==> config.mk <==
export PLATFORM = sky130hd
export DESIGN_NAME = lif_param_loader
export DESIGN_NICKNAME = d
export VERILOG_FILES = /design/src/rtl/lif_cfg_pkg.sv /design/src/rtl/lif_param_shift.sv /design/src/rtl/lif_param_loader.sv
export SDC_FILE = /design/constraint.sdc
export NUM_CORES = 1
export LEC_CHECK = 0
export ABC_AREA = 1
export CAP_MARGIN = 20
export CORE_MARGIN = 2
export CORE_UTILIZATION = 35
export DETAILED_ROUTE_END_ITERATION = 16
export HOLD_SLACK_MARGIN = 0.12
export PLACE_DENSITY = 0.66
export SLEW_MARGIN = 20
export SYNTH_ARGS = -nofsm -noshare
export SYNTH_HDL_FRONTEND = slang
export SYNTH_SLANG_ARGS = --single-unit
export TNS_END_PERCENT = 20
==> constraint.sdc <==
create_clock -name clk -period 1.4 [get_ports clk]
set_input_delay 0.35 -clock clk [delete_from_list [all_inputs] [get_ports clk]]
set_output_delay 0.35 -clock clk [all_outputs]
set_load 0.02 [all_outputs]
==> src/rtl/lif_cfg_pkg.sv <==
// rtl/lif_cfg_pkg.sv - shared types and defaults for the LIF parameter loader
// Contents: loader FSM state type, default field width, per-channel reset values.
package lif_cfg_pkg;

    typedef enum logic [0:0] {
        IDLE  = 1'b0,
        SHIFT = 1'b1
    } lif_state_e;

    localparam int         DATA_W_DEF     = 8;
    localparam logic [7:0] RST_TAU_DEF    = 8'd4;
    localparam logic [7:0] RST_WEIGHT_DEF = 8'd1;
    localparam logic [7:0] RST_THRESH_DEF = 8'd64;

endpackage

==> src/rtl/lif_param_shift.sv <==
// rtl/lif_param_shift.sv - one serial shadow register with LSB-first bit insert
// Ports:
//   clk, rst     clock, synchronous active-high reset
//   start_i      first bit of a frame: clear shadow, write din_i to bit 0
//   load_i       later bits of a frame: write din_i to bit idx_i
//   idx_i        bit position for load_i
//   din_i        serial data bit
//   shadow_o     assembled shadow value
module lif_param_shift
    import lif_cfg_pkg::*;
#(
    parameter int DATA_W = DATA_W_DEF,
    parameter int IDX_W  = (DATA_W > 1) ? $clog2(DATA_W) : 1
) (
    input  logic              clk,
    input  logic              rst,
    input  logic              start_i,
    input  logic              load_i,
    input  logic [IDX_W-1:0]  idx_i,
    input  logic              din_i,
    output logic [DATA_W-1:0] shadow_o
);

    logic [DATA_W-1:0] shadow_q;

    always_ff @(posedge clk) begin
        if (rst) begin
            shadow_q <= '0;
        end else if (start_i) begin
            // Clearing on the first bit keeps stale bits of a previous frame out.
            shadow_q    <= '0;
            shadow_q[0] <= din_i;
        end else if (load_i) begin
            shadow_q[idx_i] <= din_i;
        end
    end

    assign shadow_o = shadow_q;

endmodule

==> src/rtl/lif_param_loader.sv <==
// rtl/lif_param_loader.sv - serial tau/weight/threshold loader for N_CH LIF channels
// Ports:
//   clk, rst                 clock, synchronous active-high reset
//   set_vars                 frame enable, high for DATA_W cycles per frame
//   ch_sel                   target channel, sampled on the first frame cycle
//   expd, w, t               serial tau / weight / threshold bits, LSB first
//   tau, weight, threshold   per-channel registers, channel k at [k*DATA_W +: DATA_W]
//   busy                     frame being shifted
//   cfg_done, frame_err      one-cycle commit / reject pulses
//   ch_loaded                sticky per-channel configured flags
module lif_param_loader
    import lif_cfg_pkg::*;
#(
    parameter int                DATA_W     = DATA_W_DEF,
    parameter int                N_CH       = 4,
    parameter logic [DATA_W-1:0] RST_TAU    = RST_TAU_DEF,
    parameter logic [DATA_W-1:0] RST_WEIGHT = RST_WEIGHT_DEF,
    parameter logic [DATA_W-1:0] RST_THRESH = RST_THRESH_DEF,
    localparam int               CH_W       = (N_CH > 1) ? $clog2(N_CH) : 1
) (
    input  logic                     clk,
    input  logic                     rst,
    input  logic                     set_vars,
    input  logic [CH_W-1:0]          ch_sel,
    input  logic                     expd,
    input  logic                     w,
    input  logic                     t,
    output logic [N_CH*DATA_W-1:0]   tau,
    output logic [N_CH*DATA_W-1:0]   weight,
    output logic [N_CH*DATA_W-1:0]   threshold,
    output logic                     busy,
    output logic                     cfg_done,
    output logic                     frame_err,
    output logic [N_CH-1:0]          ch_loaded
);

    localparam int CNT_W = $clog2(DATA_W + 1);
    localparam int IDX_W = (DATA_W > 1) ? $clog2(DATA_W) : 1;

    lif_state_e        state_q, state_d;
    logic [CNT_W-1:0]  cnt_q, cnt_d;
    logic              ovf_q, ovf_d;
    logic [CH_W-1:0]   ch_q, ch_d;
    logic              start, load, commit, reject, ch_valid;
    logic              cfg_done_q, frame_err_q;
    logic [N_CH-1:0]   ch_loaded_q;
    logic [N_CH*DATA_W-1:0] tau_q, weight_q, thresh_q;
    logic [DATA_W-1:0] sh_tau, sh_weight, sh_thresh;

    // Extra MSB keeps the range check meaningful when N_CH is a power of two.
    assign ch_valid = ({1'b0, ch_q} < (CH_W+1)'(N_CH));

    always_comb begin
        state_d = state_q;
        cnt_d   = cnt_q;
        ovf_d   = ovf_q;
        ch_d    = ch_q;
        start   = 1'b0;
        load    = 1'b0;
        commit  = 1'b0;
        reject  = 1'b0;
        case (state_q)
            IDLE: begin
                if (set_vars) begin
                    start   = 1'b1;
                    ch_d    = ch_sel;
                    cnt_d   = CNT_W'(1);
                    ovf_d   = 1'b0;
                    state_d = SHIFT;
                end
            end
            default: begin
                if (set_vars) begin
                    if (cnt_q < CNT_W'(DATA_W)) begin
                        load  = 1'b1;
                        cnt_d = cnt_q + CNT_W'(1);
                    end else begin
                        // Counter saturates; the frame is remembered as too long.
                        ovf_d = 1'b1;
                    end
                end else begin
                    if (cnt_q == CNT_W'(DATA_W) && !ovf_q && ch_valid) begin
                        commit = 1'b1;
                    end else begin
                        reject = 1'b1;
                    end
                    state_d = IDLE;
                end
            end
        endcase
    end

    lif_param_shift #(.DATA_W(DATA_W), .IDX_W(IDX_W)) u_shift_tau (
        .clk(clk), .rst(rst), .start_i(start), .load_i(load),
        .idx_i(cnt_q[IDX_W-1:0]), .din_i(expd), .shadow_o(sh_tau)
    );
    lif_param_shift #(.DATA_W(DATA_W), .IDX_W(IDX_W)) u_shift_weight (
        .clk(clk), .rst(rst), .start_i(start), .load_i(load),
        .idx_i(cnt_q[IDX_W-1:0]), .din_i(w), .shadow_o(sh_weight)
    );
    lif_param_shift #(.DATA_W(DATA_W), .IDX_W(IDX_W)) u_shift_thresh (
        .clk(clk), .rst(rst), .start_i(start), .load_i(load),
        .idx_i(cnt_q[IDX_W-1:0]), .din_i(t), .shadow_o(sh_thresh)
    );

    always_ff @(posedge clk) begin
        if (rst) begin
            state_q     <= IDLE;
            cnt_q       <= '0;
            ovf_q       <= 1'b0;
            ch_q        <= '0;
            cfg_done_q  <= 1'b0;
            frame_err_q <= 1'b0;
            ch_loaded_q <= '0;
            tau_q       <= {N_CH{RST_TAU}};
            weight_q    <= {N_CH{RST_WEIGHT}};
            thresh_q    <= {N_CH{RST_THRESH}};
        end else begin
            state_q     <= state_d;
            cnt_q       <= cnt_d;
            ovf_q       <= ovf_d;
            ch_q        <= ch_d;
            cfg_done_q  <= commit;
            frame_err_q <= reject;
            // All three fields of the selected channel update on the same edge.
            for (int k = 0; k < N_CH; k++) begin
                if (commit && ch_q == CH_W'(k)) begin
                    tau_q[k*DATA_W +: DATA_W]    <= sh_tau;
                    weight_q[k*DATA_W +: DATA_W] <= sh_weight;
                    thresh_q[k*DATA_W +: DATA_W] <= sh_thresh;
                    ch_loaded_q[k]               <= 1'b1;
                end
            end
        end
    end

    assign tau       = tau_q;
    assign weight    = weight_q;
    assign threshold = thresh_q;
    assign busy      = (state_q == SHIFT);
    assign cfg_done  = cfg_done_q;
    assign frame_err = frame_err_q;
    assign ch_loaded = ch_loaded_q;

endmodule

==> metrics.yaml, run 1 <==
synth:
  synthTopCellsByArea: "dfxtp_1 48%, nor2_1 15%, nand4_1 11%"
  syn-num-nets: 782
  synth_area_leader_cell: "dfxtp_1"
  synth_top_area_share_pct: 47.5
  postSynthCellCount: 772
  synth.avg_cell_area_um2: 7.31
  ys_ff_latch: 134
  ys_seq_area_share_pct: 47.5
  synth_cell_types: 21
  synth_warnings: 0
  syn_area_um2: 5650
clock_tree:
  path_clk_slew_ns: 0.05
  clockBufferDepth: 2
  clk_latency_ns: 0.42
  numCtsBuffers: 17
  cts_sinks: 134
  cts_tree: "yes"
  holdBufCountCts: 0
  htreeDepth: 4
  cts.root.buffer_cell: "clkbuf_16"
outcome:
  violations: "setup timing"
  status: "finished, violations left"
worst_setup_path:
  required_ns: 1.76
  worstPathMaxFanout: 8
  arrival_ns: 1.83
  max_stage_delay_ns: 0.32
  r2r_start: "cnt_q[1]"
  cp_slowest_cell: "dfxtp_2"
  critPathLaunch: "cnt_q[1]"
  r2r_setup_slack_ns: -0.07
  critPathLaunchType: "register"
  crit_path_cell_trace: "inv_2, ha_4, nand2_4, inv_4, nand3_4, nor2_4, clkbuf_16, nor2_2, nor2_1"
  worstSetupEndpoint: "threshold[8]"
  crit_type: "register to register"
  crit_path_end_kind: "register"
  r2r.worst_path.cells: 9
  rr_endpoint: "threshold[8]"
final_layout:
  area_growth_pct: 40.6
  final_nets: 921
  final_cells: 1139
  antenna_cells: 0
  final_layout_size_suffix_gt1_share_pct: 26.9
  final_util_pct: 50.1
drt:
  drtIter0Drc: 373
  final_antenna_net_count: 0
  avgRoutedWirePerCell_um: 15.2
  viasPerCell: 4.91
  firstDrtPassIters: 5
  vias: 5594
  drt_wl_total_um: 17400
  drc: 0
floorplan:
  fp-row-count: 46
  start_util_pct: 35.7
  io_pins: 111
  coreArea_um2: 15800
  die-area_um2: 17200
  die_w_um: 131
  die_height_um: 131
placed_design:
  hpwl_um: 11000
  gp_congestion: 0.899
  portBuffers: 110
  dp_cells: 1098
power_and_ir_drop:
  power_frac_clock_pct: 52.0
  peakVddDrop_v: 0.00101
  powerDensity_nw_per_um2: 1160
  seqPwrFrac_pct: 41.9
  power.leakage_nw: 3.40
  p_switching_mw: 2.00
  p_int_mw: 7.20
  power_frac_comb_pct: 6.1
  swShare_pct: 21.7
sta:
  slew_headroom_pct: 72.5
  setup_violations: 64
  rsz0062_at_grt: "true"
  drv_slew: 0
  hold_viol_final: 0
  skew_ns: 0.00812
  setup_ws_ns: -0.0742
  fmax_ghz: 0.678
  period_needed_ns: 1.47
  tightest_slew_ns: 0.411
  fin_crit_sh_pct: 105
global_route:
  grt_first_pass_wirelength_um: 25300
  grt_max_degree: 63
  antenna_found_initial: 0
  grt_pass1_vias: 5037
  grtUsageTotal_pct: 19.2
  gr-total-overflow: 0
job:
  maxCapViolations: 0
min_path:
  hold_path_class: "primary input to register"
-- through the flow --
| stage | hold slack [ns] | worst slack [ns] | power [mW] | setup TNS [ns] | cell area (µm²) |
|---|---|---|---|---|---|
| final | 0.283 | -0.0742 | 9.19 | -2.11 | 7940 |
| after global routing | 0.288 | -0.147 | 9.48 | -7.95 | 7940 |
| after CTS | 0.464 | -0.0595 | 9.24 | -2.10 | 7920 |
| after detailed placement | 0.446 | -0.500 | 4.47 | -49.37 | 7250 |
| after global placement | 0.440 | -0.481 | 4.47 | -46.60 | 7250 |
| after floorplan | 0.428 | 0.00771 | 4.24 | 0 | 5650 |
-- cell families (layout without fill, tap and decap cells) --
| family | after synthesis | in the layout | synth area share, % |
|---|---|---|---|
| compound gates | 19 | 19 | 1.71 |
| fa+ha+maj | 2 | 2 | 0.443 |
| buf+inv | 100 | 251 | 9.53 |
| simple gates | 517 | 517 | 40.8 |
| flops | 134 | 134 | 47.5 |
-- layout make-up --
type / count / area [µm²]
well taps: 216 / 270
repair buffers: 173 / 1590
inverters: 47 / 179
clock inverters: 8 / 145
flip-flops and latches: 134 / 2690
clock buffers: 23 / 488
fillers: 1560 / 7890
multi-input cells: 538 / 2570
-- power by group through the flow --
stage	registers, mW	clock network, mW	logic, mW
final	3.85	4.78	0.562
after CTS	3.85	4.84	0.541
after global placement	3.94	0	0.537
after floorplan	3.94	0	0.301
after detailed placement	3.94	0	0.538
after global routing	3.85	5.01	0.614
-- routing by layer --
| metal | vias up | part of all wire, % | GRT usage [%] |
|---|---|---|---|
| met1 | 2593 | 44 | 24.1 |
| met4 | 0 | 2.0 | 5.07 |
| met2 | 192 | 48 | 33.3 |
| met3 | 27 | 6.4 | 4.36 |
| li1 | 2782 | - | - |
| met5 | - | 0 | 0 |
-- Yosys cell counts --
cell type and n:
nor2_1 232, nand2_1 148, dfxtp_1 134, nand4_1 96, inv_1 39, nand3_1 25, buf_2 18, buf_6 17
clkbuf_1 14, o21ai_0 11, inv_2 8, nor2_4 8, a21oi_1 7, nor2_2 5, buf_4 3, ha_1 2
clkbuf_2 1, nand2_2 1, nand3_4 1, nor4_1 1, o22ai_1 1
-- worst min path at each step --
stage	from	to	slack, ns	cells past startpoint
after floorplan	set_vars	frame_err	0.43	1
after global placement	weight[24]	weight[24]	0.44	2
after detailed placement	threshold[6]	threshold[6]	0.45	2
after CTS	weight[0]	weight[0]	0.46	2
after global routing	set_vars	frame_err	0.29	2
final	set_vars	frame_err	0.28	2
-- sequential cells by signal (all words and copies together), names as in the netlist, 2 cells and up --
| signal | flops |
|---|---|
| ch_q | 2 |
| tau | 32 |
| u_shift_thresh.shadow_o | 8 |
| u_shift_weight.shadow_o | 8 |
| threshold | 32 |
| weight | 32 |
| u_shift_tau.shadow_o | 8 |
| ch_loaded | 4 |
| cnt_q | 4 |
-- timing repair --
item / CTS / global route
buffers inserted: 0 / 3
setup endpoints to repair: 212 / 174
cloned: 0 / 8
gates resized for setup: 338 / 88
pin swaps: 0 / 49
-- worst max-delay path, delay by kind of cell, from the launching register on --
kind,cells,cell delay (ns)
flip-flops,1,0.32
AND/OR/NAND/NOR,5,0.60
buffers and inverters,3,0.34
adder cells (fa/ha/maj),1,0.14
-- cell usage in the layout, fill, tap and decap left out, types with 2 or more instances in the layout --
| cell | instances |
|---|---|
| nor2_1 | 215 |
| nand2_1 | 147 |
| dfxtp_1 | 130 |
| nand4_1 | 96 |
| buf_2 | 69 |
| inv_1 | 35 |
| buf_4 | 35 |
| clkdlybuf4s15_2 | 31 |
| clkbuf_16 | 22 |
| nand3_1 | 21 |
| buf_12 | 16 |
| nor2_2 | 15 |
| nor2_4 | 15 |
| inv_2 | 11 |
| o21ai_0 | 11 |
| a21oi_1 | 7 |
| clkdlybuf4s50_1 | 6 |
| nand3_4 | 5 |
| buf_6 | 5 |
| dfxtp_2 | 4 |
| bufinv_16 | 4 |
| clkbuf_8 | 4 |
| clkinvlp_4 | 2 |
| clkinv_2 | 2 |
| clkbuf_1 | 2 |
| clkbuf_2 | 2 |
Power figures use the tool's default switching activity.
==> run 2: changes to the inputs <==
--- a/config.mk
+++ b/config.mk
@@ -6,5 +6,4 @@
 export NUM_CORES = 1
 export LEC_CHECK = 0
-export ABC_AREA = 1
 export CAP_MARGIN = 20
 export CORE_MARGIN = 2
@@ -12,5 +11,6 @@
 export DETAILED_ROUTE_END_ITERATION = 16
 export HOLD_SLACK_MARGIN = 0.12
-export PLACE_DENSITY = 0.66
+export PLACE_DENSITY = 0.67
+export SETUP_SLACK_MARGIN = 0.15
 export SLEW_MARGIN = 20
 export SYNTH_ARGS = -nofsm -noshare
==> constraint.sdc (replaced) <==
create_clock -name clk -period 1.4 [get_ports clk]
set_input_delay 0.28 -clock clk [delete_from_list [all_inputs] [get_ports clk]]
set_output_delay 0.28 -clock clk [all_outputs]
set_load 0.02 [all_outputs]
==> run 2 against run 1 <==
Net effect:
- worst setup slack lost 0.070 ns
- first-iteration DRC count shrank 42%
- the flow still finishes with violations (setup timing)
- worst hold slack gained 0.17 ns
- fmax shrank 4.6%
- critical endpoint is now tau[22]
==> metrics.yaml, run 2 <==
outcome:
  status: "finished, violations left"  # unchanged
  violations: "setup timing"  # unchanged
worst_setup_path:
  path_buf_inv: 3  # unchanged
  r2r.worst_path.cells: 7  # was 9
  worstPathMaxFanout: 13  # was 8
  cp_slowest_cell: "dfxtp_4"  # was dfxtp_2
  r2r_setup_slack_ns: -0.14  # was -0.07 ns
  critPathLaunchType: "register"  # unchanged
  max_stage_delay_ns: 0.35  # was 0.32 ns
  cp_num_cells: 7  # was 9
  crit_path_end_kind: "register"  # unchanged
  critPathLaunch: "cnt_q[1]"  # unchanged
  crit_path_cell_trace: "inv_4, ha_4, and4bb_4, nand4b_1, buf_6, buf_12, mux2i_1"  # was inv_2, ha_4, nand2_4, inv_4, nand3_4, nor2_4, clkbuf_16, nor2_2, nor2_1
  r2r_start: "cnt_q[1]"  # unchanged
  crit_type: "register to register"  # unchanged
  critPathTopFamily: "simple AND/OR/NAND/NOR gates"  # unchanged
  required_ns: 1.74  # was 1.76 ns
  arrival_ns: 1.88  # was 1.83 ns
  rr_endpoint: "tau[22]"  # was threshold[8]
sta:
  fmax_ghz: 0.647  # was 0.678 GHz
  setup_violations: 100  # was 64
  period_needed_ns: 1.54  # was 1.47 ns
  hold_viol_final: 0  # unchanged
  slew_headroom_pct: 77.3  # was 72.5%
  setup_ws_ns: -0.145  # was -0.0742 ns
  drv_slew: 0  # unchanged
  rsz0062_at_grt: "true"  # unchanged
  tightest_slew_ns: 0.339  # was 0.411 ns
  skew_ns: 0.0132  # was 0.00812 ns
  fin_crit_sh_pct: 110  # was 105%
  hold_ws_ns: 0.450  # was 0.283 ns
synth:
  synth.avg_cell_area_um2: 10.2  # was 7.31 µm²
  ys_seq_area_share_pct: 52.2  # was 47.5%
  synth_edf_count: 0  # unchanged
  synthTopCellsByArea: "dfxtp_1 52%, mux2i_1 22%, nand2_1 8.1%"  # was dfxtp_1 48%, nor2_1 15%, nand4_1 11%
  syn-num-nets: 514  # was 782
  syn_area_um2: 5140  # was 5650 µm²
  synth_cell_types: 43  # was 21
  ys_ff_latch: 134  # unchanged
  post-synth-top-count-cell: "dfxtp_1"  # was nor2_1
  postSynthCellCount: 504  # was 772
  synth_ff_type: "dfxtp_1"  # unchanged
  synth_area_leader_cell: "dfxtp_1"  # unchanged
  synth_top_area_share_pct: 52.2  # was 47.5%
  synth_warnings: 0  # unchanged
  ys_async_sr_fraction_pct: 0  # unchanged
  netlist_top_cells_count: "134 x dfxtp_1, 114 x mux2i_1, 111 x nand2_1"  # was 232 x nor2_1, 148 x nand2_1, 134 x dfxtp_1
drt:
  final_antenna_net_count: 0  # unchanged
  drc: 0  # unchanged
  drt_wl_total_um: 14100  # was 17400 µm
  viasPerCell: 4.89  # was 4.91
  avgRoutedWirePerCell_um: 16.7  # was 15.2 µm
  drtIter0Drc: 217  # was 373
  firstDrtPassIters: 6  # was 5
  vias: 4124  # was 5594
floorplan:
  start_util_pct: 35.6  # was 35.7%
  io_pins: 111  # unchanged
  die_height_um: 125  # was 131 µm
  coreArea_um2: 14400  # was 15800 µm²
  die_w_um: 125  # was 131 µm
  die-area_um2: 15700  # was 17200 µm²
  fp-row-count: 44  # was 46
global_route:
  antenna_found_initial: 0  # unchanged
  grtUsageTotal_pct: 17.4  # was 19.2%
  grt_max_degree: 28  # was 63
  grt_pass1_vias: 4147  # was 5037
  grt_first_pass_wirelength_um: 21600  # was 25300 µm
  gr-total-overflow: 0  # unchanged
min_path:
  hold_end: "ch_loaded[2]"  # was frame_err
  hold_start: "ch_loaded[2]"  # was set_vars
  hold_depth: 2  # unchanged
  hold_path_class: "register to register"  # was primary input to register
placed_design:
  hpwl_um: 9570  # was 11000 µm
  portBuffers: 110  # unchanged
  pre_cts_ws_ns: -0.423  # was -0.500 ns
  gp_congestion: 0.848  # was 0.899
  place_area_um2: 6750  # was 7250 µm²
power_and_ir_drop:
  p_switching_mw: 1.86  # was 2.00 mW
  swShare_pct: 20.2  # was 21.7%
  seqPwrFrac_pct: 41.7  # was 41.9%
  power.leakage_nw: 3.49  # was 3.40 nW
  peakVddDrop_v: 0.00107  # was 0.00101 V
  powerDensity_nw_per_um2: 1280  # was 1160 nW/µm²
  power_frac_clock_pct: 54.7  # was 52.0%
  p_int_mw: 7.35  # was 7.20 mW
  power_frac_comb_pct: 3.6  # was 6.1%
clock_tree:
  numCtsBuffers: 17  # unchanged
  path_clk_slew_ns: 0.06  # was 0.05 ns
  cts_tree: "yes"  # unchanged
  clockBufferDepth: 2  # unchanged
  htreeDepth: 4  # unchanged
  holdBufCountCts: 0  # unchanged
  cts_sinks: 134  # unchanged
  cts.root.buffer_cell: "clkbuf_16"  # unchanged
  clk_latency_ns: 0.42  # about the same
final_layout:
  final_common_cell: "dfxtp_1"  # was nor2_1
  final_layout_size_suffix_gt1_share_pct: 32.6  # was 26.9%
  register_area_um2: 2690  # about the same
  final_util_pct: 49.8  # was 50.1%
  final_nets: 657  # was 921
  fin_area_um2: 7180  # was 7940 µm²
  antenna_cells: 0  # unchanged
  area_growth_pct: 39.6  # was 40.6%
  multi_input_area_um2: 2290  # was 2570 µm²
  layout_common_cells: "130 x dfxtp_1, 114 x mux2i_1, 111 x nand2_1, 59 x clkbuf_2, 51 x buf_4"  # was 215 x nor2_1, 147 x nand2_1, 130 x dfxtp_1, 96 x nand4_1, 69 x buf_2
  nFillCells: 1345  # was 1560
job:
  maxCapViolations: 0  # unchanged
run 2: what timing repair did:
action	CTS	global route
pin swaps	0	8
endpoints found under the setup margin	232	215
gates resized for setup	213	200
cloned	0	2
buffers inserted	0	4
run 2: tightest hold or removal path, stage by stage, from the launching register on:
cell and delay [ns]:
dfxtp_1 0.31, inv_1 0.06, a21oi_2 0.04
run 2: layer usage:
metal / track usage (%) / up-vias / share of wire, %
met3: 4.79 / 23 / 4.8
met5: 0 / - / 0
met4: 6.73 / 0 / 1.6
met1: 21.5 / 1969 / 45
li1: - / 2007 / -
met2: 28.8 / 125 / 49
run 2: logic make-up (layout without fill, tap and decap cells):
logic type                 Yosys count  in the layout  synth area share (%)
and+or+nand+nor                    176            176                  15.9
DFF                                134            134                  52.2
adders and majority gates            2              2                 0.487
buffers and inverters               47            203                  5.23
muxes                              114            114                  22.2
AOI/OAI and AO/OA                   31             31                  4.04
run 2: worst max path at each step:
stage / end / slack [ns]
6_report: tau[22] / -0.14
5_1_grt: tau[22] / -0.18
4_1_cts: threshold[0] / -0.14
3_5_place_dp: threshold[0] / -0.42
3_3_place_gp: u_shift_weight.shadow_o[2] / -0.38
2_1_floorplan: tau[0] / -0.21
run 2: power by group through the flow:
stage               Combinational [mW]  Clock [mW]  Sequential (mW)
CTS                              0.310        5.13             3.84
global route                     0.356        5.30             3.84
detailed placement               0.306           0             3.93
floorplan                        0.153           0             3.92
global placement                 0.296           0             3.92
finish                           0.332        5.04             3.84
run 2: layout make-up:
| class | instances | area share (%) |
|---|---|---|
| Timing Repair Buffer | 165 | 17.6 |
| Tap cell | 184 | 3.21 |
| Clock inverter | 13 | 3.17 |
| Inverter | 6 | 0.383 |
| Clock buffer | 19 | 6.17 |
| Sequential cell | 134 | 37.5 |
| Multi-Input combinational cell | 323 | 31.9 |
run 2: stage by stage:
stage | setup TNS, ns | instances | power (mW)
after global routing | -11.16 | 844 | 9.49
after floorplan | -13.10 | 504 | 4.08
after CTS | -6.80 | 838 | 9.28
after global placement | -39.43 | 806 | 4.22
final | -6.29 | 844 | 9.21
after detailed placement | -43.11 | 806 | 4.23
==> run 3: changes to the inputs <==
- CORE_MARGIN: 2 -> 3
==> run 3 against run 2 <==
Net effect:
- the flow still finishes with violations (setup timing)
- global-route usage is 0.38 points lower
- fmax decreased by 4.5%
- clock power fell by 20%
- critical path depth rose by 1
- utilization down 0.60 points
==> metrics.yaml, run 3 (synthesis results as in run 2) <==
outcome:
  status: "finished, violations left"  # unchanged
  violations: "setup timing"  # unchanged
worst_setup_path:
  r2r.worst_path.cells: 8  # was 7
  arrival_ns: 1.91  # was 1.88 ns
  r2r_setup_slack_ns: -0.22  # was -0.14 ns
  max_stage_delay_ns: 0.35  # about the same
  crit_path_end_kind: "register"  # unchanged
  crit_path_cell_trace: "inv_4, ha_4, and4bb_2, buf_6, nand4b_1, buf_6, buf_12, mux2i_2"  # was inv_4, ha_4, and4bb_4, nand4b_1, buf_6, buf_12, mux2i_1
  critPathLaunchType: "register"  # unchanged
  path_common_cell: "buf_6"
  r2r_start: "cnt_q[1]"  # unchanged
  required_ns: 1.69  # was 1.74 ns
  crit_type: "register to register"  # unchanged
  rr_endpoint: "tau[23]"  # was tau[22]
  worstPathMaxFanout: 7  # was 13
  cp_slowest_cell: "dfxtp_4"  # unchanged
clock_tree:
  cts.root.buffer_cell: "clkbuf_16"  # unchanged
  clockBufferDepth: 2  # unchanged
  cts_sinks: 134  # unchanged
  cts_tree: "yes"  # unchanged
  htreeDepth: 4  # unchanged
  numCtsBuffers: 17  # unchanged
  path_clk_slew_ns: 0.06  # about the same
  holdBufCountCts: 0  # unchanged
  clk_latency_ns: 0.42  # about the same
floorplan:
  coreArea_um2: 14100  # was 14400 µm²
  start_util_pct: 36.3  # was 35.6%
  die_w_um: 127  # was 125 µm
  io_pins: 111  # unchanged
  die-area_um2: 16200  # was 15700 µm²
  die_height_um: 127  # was 125 µm
  fp-row-count: 43  # was 44
drt:
  viasPerCell: 4.87  # was 4.89
  drtIter0Drc: 186  # was 217
  drt_wl_total_um: 13800  # was 14100 µm
  vias: 4068  # was 4124
  final_antenna_net_count: 0  # unchanged
  drc: 0  # unchanged
  avgRoutedWirePerCell_um: 16.5  # was 16.7 µm
  firstDrtPassIters: 4  # was 6
final_layout:
  final_common_cell: "dfxtp_1"  # unchanged
  final_nets: 652  # was 657
  final_cells: 835  # was 844
  nFillCells: 1316  # was 1345
  antenna_cells: 0  # unchanged
  final_layout_size_suffix_gt1_share_pct: 32.8  # was 32.6%
  area_growth_pct: 35.3  # was 39.6%
  fin_area_um2: 6960  # was 7180 µm²
  layout_common_cells: "130 x dfxtp_1, 112 x mux2i_1, 111 x nand2_1, 99 x buf_2, 29 x buf_4"  # was 130 x dfxtp_1, 114 x mux2i_1, 111 x nand2_1, 59 x clkbuf_2, 51 x buf_4
power_and_ir_drop:
  peakVddDrop_v: 0.000810  # was 0.00107 V
  powerDensity_nw_per_um2: 1180  # was 1280 nW/µm²
  power.leakage_nw: 3.46  # was 3.49 nW
min_path:
  hold_start: "ch_loaded[2]"  # unchanged
  hold_end: "ch_loaded[2]"  # unchanged
  hold_path_class: "register to register"  # unchanged
  hold_depth: 2  # unchanged
sta:
  tns_ns: -14.20  # was -6.29 ns
  rsz0062_at_grt: "true"  # unchanged
  setup_violations: 100  # unchanged
  hold_ws_ns: 0.447  # was 0.450 ns
  tightest_slew_ns: 0.366  # was 0.339 ns
  skew_ns: 0.00798  # was 0.0132 ns
  setup_ws_ns: -0.217  # was -0.145 ns
  fmax_ghz: 0.618  # was 0.647 GHz
  fin_crit_sh_pct: 116  # was 110%
  hold_viol_final: 0  # unchanged
  period_needed_ns: 1.62  # was 1.54 ns
  slew_headroom_pct: 75.6  # was 77.3%
  drv_slew: 0  # unchanged
placed_design:
  hpwl_um: 9660  # was 9570 µm
  portBuffers: 110  # unchanged
  gp_congestion: 0.809  # was 0.848
  dp_cells: 797  # was 806
  place_area_um2: 6700  # was 6750 µm²
global_route:
  grt_pass1_vias: 4181  # was 4147
  grt_max_degree: 39  # was 28
  antenna_found_initial: 0  # unchanged
  gr-total-overflow: 0  # unchanged
  grt_first_pass_wirelength_um: 21700  # was 21600 µm
  grtUsageTotal_pct: 17.0  # was 17.4%
job:
  maxCapViolations: 0  # unchanged
## run 3: cell count changes in the layout (fill, tap and decap cells not counted), moves of 2 or more
cell / delta
mux2i_2: +2
bufinv_16: -6
buf_4: -22
clkbuf_2: -58
nand3_2: +2
buf_2: +75
o21ai_1: -3
mux2i_1: -2
buf_8: -2
clkinv_2: +3
o21ai_0: +3
clkbuf_8: +2
nand3_1: -2
## run 3: worst max path at each step
stage                     startpoint         end  slack [ns]
after floorplan             cnt_q[0]      tau[0]       -0.21
after global placement      set_vars     tau[16]       -0.47
after detailed placement    set_vars     tau[23]       -0.54
after CTS                   cnt_q[1]     tau[23]       -0.19
after global routing        cnt_q[0]  weight[16]       -0.26
final                       cnt_q[1]     tau[23]       -0.22
## run 3: metal layers
layer,track usage (%),vias to the layer above,wire (µm)
met5,0,-,0
met4,5.93,0,153
met3,5.02,12,766
met2,27.5,106,6510
met1,21.7,1955,6350
li1,-,1995,-
## run 3: stage by stage
stage	power [mW]	util (%)	setup WS, ns
finish	8.18	49.2	-0.217
global route	8.45	49.2	-0.262
CTS	8.24	48.4	-0.191
detailed placement	4.22	47.3	-0.538
global placement	4.21	47.3	-0.466
floorplan	4.08	-	-0.211
## run 3: timing repair
item,in CTS,in global routing
resized for setup,436,23
pin swaps,3,2
setup buffers,1,2
setup endpoints to repair,230,147
cloned,1,2
## run 3: report_power, final
group	internal (mW)	total, mW	leakage [nW]	switching (mW)
logic	0.132	0.308	2.11	0.177
clock network	2.39	4.03	0.268	1.64
registers	3.83	3.84	1.08	0.0170
## run 3: critical path, delay by kind of cell (launching register included)
| kind | cells | cell delay [ns] |
|---|---|---|
| fa+ha+maj | 1 | 0.12 |
| flops | 1 | 0.35 |
| buf+inv | 4 | 0.51 |
| mux | 1 | 0.14 |
| simple gates | 2 | 0.38 |
## run 3: layout make-up
type / instances / area (µm²) / area share [%]
Multi-Input combinational cell: 323 / 2270 / 32.6
Clock buffer: 20 / 467 / 6.71
Sequential cell: 134 / 2690 / 38.7
Tap cell: 180 / 225 / 3.24
Timing Repair Buffer: 160 / 1200 / 17.2
Inverter: 6 / 27.5 / 0.396
Clock inverter: 12 / 78.8 / 1.13
